[src/rtl/reg_bus_pkg.sv]
// Shared definitions for the register-file bus arbiter: address map, sequencer
// states, the latched request record and address-map helpers.
package reg_bus_pkg;

    localparam logic [2:0] ADDR_CNAME   = 3'd0;
    localparam logic [2:0] ADDR_CVER    = 3'd1;
    localparam logic [2:0] ADDR_TRI     = 3'd2;
    localparam logic [2:0] ADDR_PIN     = 3'd3;
    localparam logic [2:0] ADDR_IMASK   = 3'd4;
    localparam logic [2:0] ADDR_DATA    = 3'd5;
    localparam logic [2:0] ADDR_SCRATCH = 3'd6;

    typedef enum logic [1:0] {
        ST_IDLE  = 2'd0,
        ST_ISSUE = 2'd1,
        ST_RESP  = 2'd2
    } bus_state_e;

    typedef struct packed {
        logic        port;
        logic        we;
        logic [2:0]  addr;
        logic [3:0]  wben;
        logic [31:0] wdata;
        logic        err;
    } bus_req_t;

    function automatic logic is_mapped(input logic [2:0] addr);
        return addr != 3'b111;
    endfunction

    // Chip name, chip version and the pin-state register are read-only.
    function automatic logic is_writable(input logic [2:0] addr);
        return is_mapped(addr) && (addr != ADDR_CNAME) &&
               (addr != ADDR_CVER) && (addr != ADDR_PIN);
    endfunction

endpackage

[src/rtl/rr_arb2.sv]
// Two-way request picker with a round-robin "last granted" pointer and an
// optional fixed-priority override where port 0 always wins a tie.
module rr_arb2 (
    input  logic [1:0] req,
    input  logic       last,
    input  logic       fixed,
    output logic [1:0] gnt
);

    always_comb begin
        gnt = 2'b00;
        case (req)
            2'b01:   gnt = 2'b01;
            2'b10:   gnt = 2'b10;
            // On a tie the port that was not served last goes next.
            2'b11:   gnt = (fixed || last) ? 2'b01 : 2'b10;
            default: gnt = 2'b00;
        endcase
    end

endmodule

[src/rtl/reg_bus_arbiter.sv]
// Arbitrates two requesters onto the single register-file port, filters
// unmapped / read-only accesses and returns a registered response per port.
module reg_bus_arbiter
    import reg_bus_pkg::*;
#(
    parameter bit PRIO_FIXED = 1'b0
) (
    input  logic        clk,
    input  logic        reset,
    input  logic [1:0]  req_i,
    input  logic        we0,
    input  logic        we1,
    input  logic [4:2]  addr0,
    input  logic [4:2]  addr1,
    input  logic [3:0]  wben0,
    input  logic [3:0]  wben1,
    input  logic [31:0] wdata0,
    input  logic [31:0] wdata1,
    output logic [1:0]  gnt_o,
    output logic [1:0]  rvalid_o,
    output logic [1:0]  rerr_o,
    output logic [31:0] rdata0,
    output logic [31:0] rdata1,
    output logic [4:2]  rf_addr,
    output logic [3:0]  rf_wben,
    output logic        rf_r_wn,
    output logic [31:0] rf_wdata,
    input  logic [31:0] rf_rdata
);

    bus_state_e  state_q;
    logic        last_q;
    bus_req_t    req_q;
    bus_req_t    req_d;
    logic [1:0]  pick;
    logic [1:0]  rvalid_q;
    logic [1:0]  rerr_q;
    logic [31:0] rdata0_q;
    logic [31:0] rdata1_q;
    logic [2:0]  rf_addr_q;
    logic [3:0]  rf_wben_q;
    logic        rf_r_wn_q;
    logic [31:0] rf_wdata_q;
    logic [31:0] resp_data_d;

    rr_arb2 u_arb (
        .req   (req_i),
        .last  (last_q),
        .fixed (PRIO_FIXED),
        .gnt   (pick)
    );

    assign gnt_o = (state_q == ST_IDLE) ? pick : 2'b00;

    // Payload of whichever port wins this cycle, with its access check.
    always_comb begin
        req_d       = '0;
        req_d.port  = pick[1];
        req_d.we    = pick[1] ? we1    : we0;
        req_d.addr  = pick[1] ? addr1  : addr0;
        req_d.wben  = pick[1] ? wben1  : wben0;
        req_d.wdata = pick[1] ? wdata1 : wdata0;
        req_d.err   = !is_mapped(req_d.addr) ||
                      (req_d.we && !is_writable(req_d.addr));
    end

    assign resp_data_d = (!req_q.err && !req_q.we) ? rf_rdata : 32'd0;

    always_ff @(posedge clk) begin
        if (reset) begin
            state_q    <= ST_IDLE;
            last_q     <= 1'b1;
            req_q      <= '0;
            rvalid_q   <= 2'b00;
            rerr_q     <= 2'b00;
            rdata0_q   <= 32'd0;
            rdata1_q   <= 32'd0;
            rf_addr_q  <= 3'd0;
            rf_wben_q  <= 4'd0;
            rf_r_wn_q  <= 1'b1;
            rf_wdata_q <= 32'd0;
        end else begin
            rvalid_q   <= 2'b00;
            rerr_q     <= 2'b00;
            // Idle bus is a harmless read of the chip-name register.
            rf_addr_q  <= 3'd0;
            rf_wben_q  <= 4'd0;
            rf_r_wn_q  <= 1'b1;
            rf_wdata_q <= 32'd0;
            case (state_q)
                ST_IDLE: begin
                    if (|pick) begin
                        req_q  <= req_d;
                        last_q <= pick[1];
                        if (req_d.err) begin
                            state_q <= ST_RESP;
                        end else begin
                            state_q    <= ST_ISSUE;
                            rf_addr_q  <= req_d.addr;
                            rf_r_wn_q  <= !req_d.we;
                            rf_wben_q  <= req_d.we ? req_d.wben  : 4'd0;
                            rf_wdata_q <= req_d.we ? req_d.wdata : 32'd0;
                        end
                    end
                end
                ST_ISSUE: begin
                    state_q <= ST_RESP;
                end
                ST_RESP: begin
                    state_q  <= ST_IDLE;
                    rvalid_q <= req_q.port ? 2'b10 : 2'b01;
                    rerr_q   <= req_q.err ? (req_q.port ? 2'b10 : 2'b01) : 2'b00;
                    if (req_q.port) begin
                        rdata1_q <= resp_data_d;
                    end else begin
                        rdata0_q <= resp_data_d;
                    end
                end
                default: begin
                    state_q <= ST_IDLE;
                end
            endcase
        end
    end

    assign rvalid_o = rvalid_q;
    assign rerr_o   = rerr_q;
    assign rdata0   = rdata0_q;
    assign rdata1   = rdata1_q;
    assign rf_addr  = rf_addr_q;
    assign rf_wben  = rf_wben_q;
    assign rf_r_wn  = rf_r_wn_q;
    assign rf_wdata = rf_wdata_q;

endmodule

[config.mk]
export PLATFORM = sky130hd
export DESIGN_NAME = reg_bus_arbiter
export DESIGN_NICKNAME = d
export VERILOG_FILES = /design/src/rtl/reg_bus_pkg.sv /design/src/rtl/rr_arb2.sv /design/src/rtl/reg_bus_arbiter.sv
export SDC_FILE = /design/constraint.sdc
export NUM_CORES = 1
export LEC_CHECK = 0
export CORE_AREA = 2 2 87 89
export CTS_BUF_LIST = sky130_fd_sc_hd__clkbuf_2 sky130_fd_sc_hd__clkbuf_4 sky130_fd_sc_hd__clkbuf_8
export DETAILED_ROUTE_END_ITERATION = 12
export DIE_AREA = 0 0 89 91
export DONT_BUFFER_PORTS = 1
export GPL_ROUTABILITY_DRIVEN = 0
export PLACE_DENSITY = 0.76
export SLEW_MARGIN = 0
export SYNTH_ARGS = -nofsm -noshare
export SYNTH_HDL_FRONTEND = slang
export SYNTH_SLANG_ARGS = --single-unit
[constraint.sdc]
create_clock -name clk -period 2.8 [get_ports clk]
set_clock_uncertainty 0.15 [all_clocks]
set_input_delay 0.56 -clock clk [delete_from_list [all_inputs] [get_ports clk]]
set_output_delay 0.56 -clock clk [all_outputs]
set_load 0.01 [all_outputs]
# Word level (Yosys, flattened, before mapping)
# Index checks and enable logic that the tools add are counted.
# op_classes
n_reduce_logical	21
mux	12
bitwise	6
eq_ne	9
# ops
op	n
two-way mux 32 bit	2
two-way mux 2 bit	5
equality test 2 bit (second input constant)	3
inverter 1 bit	6
one-hot mux 2 bit (3 select lines)	1
AND reduction 2 bit	3
logical AND 1 bit	5
logical NOT 1 bit	5
OR reduction 5 bit	1
equality test 2 x 1 -> 1 bit (second input constant)	2
two-way mux 4 bit	1
one-hot mux 2 bit (2 select lines)	1
OR reduction 2 bit	2
OR reduction 4 bit	1
two-way mux 3 bit	1
!= test 3 x 1 -> 1 bit (second input constant)	1
!= test 3 x 2 -> 1 bit (second input constant)	1
!= test 3 bit (second input constant)	1
nonzero test 3 bit	1
OR reduction 3 bit	1
logical NOT 2 bit	1
!= test 2 x 1 -> 1 bit (second input constant)	1
logical OR 1 bit	1
two-way mux 1 bit	1
# word_totals
reg_bits	114
input_bits	116

# Depth between registers and ports, before layout
# Gate-level depths: netlist (run 1).
# logic_depth
word_depth	13
mapped_depth	6
mapped_depth_nobuf	4

# Cells and area by module
# Synthesis (run 1) repeated with hierarchy kept, for this count alone.
# hier_totals
cells_unflattened	524
area_unflattened_um2	4757.1
# by_module_without_submodules
module	area_each_um2	seq_area_each_um2	instances	cells_per_inst
reg_bus_arbiter	4734.5	2282.2	1	520
rr_arb2	22.5	0.0	1	4

# Least setup slack after synthesis (run 1)
# No wires, ideal clock.
# synth_timing
path_kind	input to output
start	input port req_i[1]
end	output port gnt_o[1]
arrival_ns	1.301
stages	3
setup_slack_ns	0.789
cell_sequence	a21bo_2 clkbuf_1 nor4_1
# synth_between
elab_chain_cells	3
elab_cells_between_ends	5
# synth_lines
element	line	text
start, declared	reg_bus_arbiter.sv:10	input logic [1:0] req_i,
equality test 2 bit / equality test 2 x 1 -> 1 bit (equally long branches)	rr_arb2.sv:12	case (req)
one-hot mux 2 bit (3 select lines) *	rr_arb2.sv:12	
two-way mux 2 bit *	reg_bus_arbiter.sv:53	assign gnt_o = (state_q == ST_IDLE) ? pick : 2'b00;
end, declared	reg_bus_arbiter.sv:19	output logic [1:0] gnt_o,
# Every way passes the cells marked *; elsewhere a longest branch is shown, timed or not.

# Final worst setup path (run 1)
# layout_timing
start	register last_q
end	output port gnt_o[1]
# layout_between
elab_chain_cells	3
# layout_lines
element	line	text
start, declared	reg_bus_arbiter.sv:32	logic last_q;
start signal, assigned	reg_bus_arbiter.sv:94	last_q <= pick[1];
two-way mux 2 bit	rr_arb2.sv:16	2'b11: gnt = (fixed || last) ? 2'b01 : 2'b10;
one-hot mux 2 bit (3 select lines)	rr_arb2.sv:12	
two-way mux 2 bit	reg_bus_arbiter.sv:53	
# No other way between the ends.

==> impl_results.md, run 1 <==
- Setup repair bufs after CTS: 0
- Worst VDD drop: 0.000392 V
- Worst-Margin Slew: 0.763 ns
- Effective utilization at floorplan: 60.0%
- Max stage delay on crit path: 0.46 ns
- Diodes inserted: 0
- H-tree levels: 4
- R2r startpoint: state_q[1]
- Status: finished clean
- Setup TNS: 0 ns
- Cell taking the most area after synthesis: dfxtp_1
- Crit-path cells: a21bo_2, nor4_1
- Post-DR wirelength/cell: 17.2 µm
- Library cells used by synthesis: 31
- Die area: 8100 µm²
- Cell count after synthesis: 514
- Yosys warnings: 0
- CTS Buf Count: 17
- Slew headroom: 49.1%
- Max-Cap Viols: 0
- Clock buffer depth: 2
- Pre-antenna DRT Iters: 4
- Die W: 89 µm
- R2R cell count: 3
- Grt ovf: 0
- Worst hold path class: primary input to flop
- Clock Latency Late Sink: 0.41 ns
- Clock Sinks: 114
- Top_reg_cell synth: dfxtp_1
- Fraction of layout cells with a size suffix above 1: 15.1%
- Sequential area share after synthesis: 53.3%
- Max Fanout on Critical Path: 3
- Worst r2r dst: rdata0[14]
- Synth Cell Area: 4280 µm²
- Asr flop ratio synth: 0%
- Aggregate global-route resource usage: 25.7%
- Global-route wire length before repair: 16000 µm
- WL final: 10500 µm
- Filler cells: 642
- Core Region: 7140 µm²
- Synth top area share: 53.3%
- Hold_buf cts: 0
- LEAKAGE: 0.00163 µW
- IO buf count: 0
- Die height: 91 µm
- Synth Register Bits: 114
- Initial detailed-routing violation count: 164
- CP arrival: 1.44 ns
- Worst path required time: 2.09 ns
- Commonest non-fill, non-tap cell in the layout: nand2_1
- Cts repair resizes: 0
- Period minus WS final: 2.15 ns
- CTS tree: done
- Slowest stage cell, crit path: nor4_1
- Fin. max-slew vios: 0
- Commonest cells after routing, fill and taps aside: nand2_1 (140), dfxtp_1 (114), a21oi_1 (74)
- Crit path launch: last_q
- CTS root buffer: clkbuf_8
- Vias in the first global route: 3490
- Antenna Violating Nets Remaining: 0
- Crit Path Category: flop to output port
- CP Capture Point: gnt_o[1]
- Achievable Freq: 0.465 GHz
- Vias per cell: 5.77
- Total power: 3560 µW
- Row cnt: 31
- Final nets: 612
- Final Cycle Share: 76.8%
- R2R setup slack: 0.92 ns
- IO Pins: 226
- Crit path capture type: output port
- Final Setup Violations: 0
- Post-synthesis net count: 630
- Clk slew on worst S/H paths: 0.07 ns
- Area contributors post-synth: dfxtp_1 (53%), nand2_1 (12%), a21oi_1 (8.6%)
- Pin count of the biggest net entering global routing: 75
- Initial antenna violation count: 0
- DRC Markers: 0
- Pwr/cell area: 763 nW/µm²
- Routed vias: 3508
- P&R area growth vs syn: 9.00%
- RSZ-0062 raised after global routing: no
- Startpoint types: flop
- Post-DP HPWL: 7090 µm
- Mapped Avg Cell Area: 8.33 µm²
- Post-synth EDFFs: 0
- Final Hold Fails: 0
logic make-up after synthesis:
family | Yosys count | synth area share, %
and+or+nand+nor | 239 | 24.5
AOI/OAI and AO/OA | 114 | 16.9
DFF | 114 | 53.3
buffers and inverters | 45 | 4.85
muxes | 2 | 0.526
sequential cells by signal, summed over array words and instances (netlist names):
signal / cells
rdata0: 32
rdata1: 32
rf_wdata: 32
rf_wben: 4
req_q: 3
rf_addr: 3
rerr_o: 2
rvalid_o: 2
state_q: 2
last_q: 1
rf_r_wn: 1
synthesized netlist by cell type, types with 2 or more instances:
cell type and instances:
buf_6 5, mux2_2 2, dfxtp_1 114, nand3_1 70, inv_1 2, nor3_1 5, a21oi_1 74, nor2_1 14
a21oi_2 29, o21ai_0 3, nand2_1 140, clkbuf_1 37
critical path, delay by kind of cell (launching register included):
family / cells / cell delay [ns]
compound gates: 1 / 0.21
flops: 1 / 0.35
simple gates: 1 / 0.46
worst min-delay path by stage:
| stage | start | endpoint | cells after the start |
|---|---|---|---|
| after floorplan | req_q[0] | rerr_o[0] | 2 |
| after global placement | rdata0[3] | rdata0[3] | 2 |
| after detailed placement | rdata0[8] | rdata0[8] | 2 |
| after CTS | reset | rdata1[19] | 1 |
| after global routing | reset | rdata0[16] | 1 |
| final | reset | rdata1[17] | 1 |
layer usage:
layer	GRT usage [%]	vias up	share of wire, %
met5	0	-	0
met1	25.2	1604	35
li1	-	1689	-
met2	43.5	198	50
met3	14.1	17	13
met4	11.8	0	1.8
report_power, final:
group | internal [µW] | switching, µW | total, µW
sequential | 1690 | 85.5 | 1780
clock | 809 | 628 | 1440
combinational | 109 | 239 | 348
stage by stage:
step | utilization, % | area, µm² | hold slack, ns | worst slack (ns) | instances
2_1_floorplan | - | 4280 | 0.312 | 0.789 | 514
3_3_place_gp | 60.0 | 4280 | 0.332 | 0.774 | 576
3_5_place_dp | 60.0 | 4280 | 0.338 | 0.700 | 576
4_1_cts | 65.4 | 4670 | 0.0383 | 0.621 | 608
5_1_grt | 65.4 | 4670 | 0.0289 | 0.535 | 608
6_report | 65.4 | 4670 | 0.0786 | 0.651 | 608
cell type report:
class,instances,area [µm²],share of cell area (%)
inverters,2,7.51,0.161
flip-flops and latches,114,2280,48.9
clock buffers,23,304,6.51
well taps,99,124,2.65
multi-input cells,355,1810,38.8
repair buffers,6,57.6,1.23
clock inverters,9,80.1,1.72
Power figures use the tool's default switching activity.
==> inputs of run 2 (changes only) <==
--- a/config.mk
+++ b/config.mk
@@ -5,13 +5,14 @@
 export SDC_FILE = /design/constraint.sdc
 export NUM_CORES = 1
 export LEC_CHECK = 0
+export ABC_AREA = 1
 export CORE_AREA = 2 2 87 89
 export CTS_BUF_LIST = sky130_fd_sc_hd__clkbuf_2 sky130_fd_sc_hd__clkbuf_4 sky130_fd_sc_hd__clkbuf_8
 export DETAILED_ROUTE_END_ITERATION = 12
 export DIE_AREA = 0 0 89 91
 export DONT_BUFFER_PORTS = 1
 export GPL_ROUTABILITY_DRIVEN = 0
-export PLACE_DENSITY = 0.76
+export PLACE_DENSITY = 0.75
 export SLEW_MARGIN = 0
 export SYNTH_ARGS = -nofsm -noshare
 export SYNTH_HDL_FRONTEND = slang
==> constraint.sdc (replaced) <==
create_clock -name clk -period 2.09 [get_ports clk]
set_clock_uncertainty 0.15 [all_clocks]
set_input_delay 0.418 -clock clk [delete_from_list [all_inputs] [get_ports clk]]
set_output_delay 0.418 -clock clk [all_outputs]
set_load 0.01 [all_outputs]
==> impl_results.md, run 2 <==
- Mapped Avg Cell Area: 8.41 µm²
- Commonest non-fill, non-tap cell in the layout: dfxtp_1
- Slew headroom: 55.9%
- Status: finished clean
- Cell taking the most area after synthesis: dfxtp_1
- Vias per cell: 5.32
- Diodes inserted: 0
- Largest delay share family, worst path: buffers and inverters
- Aggregate global-route resource usage: 25.3%
- Startpoint types: flop
- Worst r2r dst: rf_wdata[1]
- Final Setup Violations: 0
- Post-synth EDFFs: 0
- Post-DP HPWL: 7090 µm
- R2R cell count: 10
- R2r startpoint: last_q
- Register area: 2280 µm²
- CTS tree: done
- Setup TNS: 0 ns
- P_sw: 1330 µW
- Filler cells: 610
- Hold slack final: 0.0247 ns
- LEAKAGE: 0.00215 µW
- P&R area growth vs syn: 13.8%
- Pwr/cell area: 1070 nW/µm²
- Commonest cells after routing, fill and taps aside: dfxtp_1 (113), nor2_1 (105), o21ai_0 (59)
- Dpl ws: 0.301 ns
- Worst Hold Depth: 2
- Slowest stage cell, crit path: dfxtp_2
- Die W: 89 µm
- Post-route design area: 4830 µm²
- Core Region: 7140 µm²
- Max stage delay on crit path: 0.34 ns
- Sequential area share after synthesis: 53.8%
- Crit Path Category: flop to output port
- Synth Register Bits: 114
- Setup ws final: 0.156 ns
- Pre-antenna DRT Iters: 5
- Worst VDD drop: 0.000697 V
- IO Pins: 226
- Hold endpoint: rdata0[24]
- Global-route wire length before repair: 15700 µm
- Final Cycle Share: 92.5%
- Post-DR wirelength/cell: 16.4 µm
- Final nets: 629
- Crit-path cells: a21oi_4, buf_8, nor3_1, buf_4
- Synth Cell Area: 4250 µm²
- DRC Markers: 0
- Die area: 8100 µm²
- Pin count of the biggest net entering global routing: 45
- Fin. max-slew vios: 0
- CTS Buf Count: 17
- CTS root buffer: clkbuf_8
- Footprint of the multi-input gates: 1680 µm²
- Crit path capture type: output port
- Top_reg_cell synth: dfxtp_1
- Net Sw Frac: 25.8%
- Max Fanout on Critical Path: 14
- Die height: 91 µm
- Clk slew on worst S/H paths: 0.07 ns
- Max-Cap Viols: 0
- Most frequent cell after synthesis: dfxtp_1
- Clock Latency Late Sink: 0.41 ns
- Area contributors post-synth: dfxtp_1 (54%), nor2_1 (9.5%), mux2i_1 (8.5%)
- Asr flop ratio synth: 0%
- Yosys warnings: 0
- Initial detailed-routing violation count: 160
- Vias in the first global route: 3331
- Antenna Violating Nets Remaining: 0
- Achievable Freq: 0.517 GHz
- Top cells by count, synth: dfxtp_1 (114), nor2_1 (107), o21ai_0 (59)
- Sequential power share: 47.7%
- Initial antenna violation count: 0
- WP buf/inv: 2
- IO buf count: 0
- Combinational power share: 10.7%
- Clock Sinks: 114
- CP arrival: 1.37 ns
- Worst path required time: 1.52 ns
- Synth top area share: 53.8%
- Grt ovf: 0
- Library cells used by synthesis: 20
- Routed vias: 3322
- Cell-internal power: 3830 µW
- RSZ-0062 raised after global routing: no
- Cell count after synthesis: 505
- Power share of the clock group: 41.6%
- R2R setup slack: 0.37 ns
- Worst-Margin Slew: 0.660 ns
- Worst hold path class: primary input to flop
- Total power: 5170 µW
- Period minus WS final: 1.93 ns
- H-tree levels: 4
- Fraction of layout cells with a size suffix above 1: 15.4%
- Placed cell area: 4320 µm²
- WL final: 10200 µm
- Beginning of the worst hold path: rf_rdata[24]
- Row cnt: 31
- Post-synthesis net count: 621
- Clock buffer depth: 2
- Final Hold Fails: 0
- Effective utilization at floorplan: 59.5%
## run 2: cell types whose count changed after synthesis, moves of 15 or more
cell / change
clkbuf_1: -15
a21oi_1: -41
nand3_1: -65
nand2_1: -93
o21ai_0: +56
inv_1: +34
a21oi_2: -29
nor2_2: +30
nor2_1: +93
mux2i_1: +36
## run 2: kinds of logic (layout without fill, tap and decap cells)
group / count (synthesis) / after routing / synth area share (%)
AND/OR/NAND/NOR: 195 / 195 / 19.7
flip-flops: 114 / 114 / 53.8
AO/OA/AOI/OAI: 94 / 94 / 11.3
buffers and inverters: 66 / 86 / 6.72
multiplexers: 36 / 36 / 8.49
## run 2: repair_timing
action / in CTS / in global routing
endpoints found under the setup margin: 1 / 1
pin swaps: 0 / 1
buffers inserted: 0 / 1
hold buffers: 6 / 0
gates resized for setup: 1 / 2
endpoints found under the hold margin: 16 / 0
## run 2: worst max-delay path by stage
stage / start / end / slack (ns) / depth (start not counted)
3_5_place_dp: req_i[1] / rf_wdata[3] / 0.30 / 10
6_report: last_q / gnt_o[0] / 0.16 / 4
5_1_grt: last_q / gnt_o[0] / 0.06 / 4
2_1_floorplan: req_i[1] / gnt_o[0] / 0.38 / 5
4_1_cts: last_q / gnt_o[0] / 0.02 / 4
3_3_place_gp: req_i[1] / rf_wdata[4] / 0.37 / 10
## run 2: metrics by stage
stage | utilization [%] | cells
after floorplan | - | 505
after global placement | 60.6 | 586
after detailed placement | 60.6 | 586
after CTS | 67.5 | 623
after global routing | 67.7 | 624
final | 67.7 | 624
## run 2: cell type report
cell class / instances / share of cell area [%]
Timing Repair Buffer: 18 / 3.52
Clock inverter: 9 / 2.64
Sequential cell: 114 / 47.3
Multi-Input combinational cell: 325 / 34.8
Tap cell: 99 / 2.56
Inverter: 37 / 2.88
Clock buffer: 22 / 6.27
## run 2: worst reg2reg max path, stage by stage, from the launching register on
cell and delay [ns]:
dfxtp_2 0.34, a21oi_4 0.19, buf_4 0.17, nand2_1 0.05, nand2_1 0.10, nand2_1 0.06, nand2_1 0.09, nand2_2 0.08
nand3_4 0.07, buf_12 0.24, nor2_1 0.08
## run 2: power by group through the flow
stage          sequential [µW]  combinational, µW  clock, µW
6_report                  2460                553       2150
5_1_grt                   2480                630       2300
4_1_cts                   2460                551       2190
3_5_place_dp              2510                534          0
3_3_place_gp              2510                517          0
2_1_floorplan             2480                439          0
## run 2: layer usage
layer,part of all wire [%],up-vias,global-route usage (%)
met5,0,-,0
met2,51,184,42.7
met1,37,1488,26.4
met3,10,19,11.8
met4,1.9,0,10.7
li1,-,1631,-
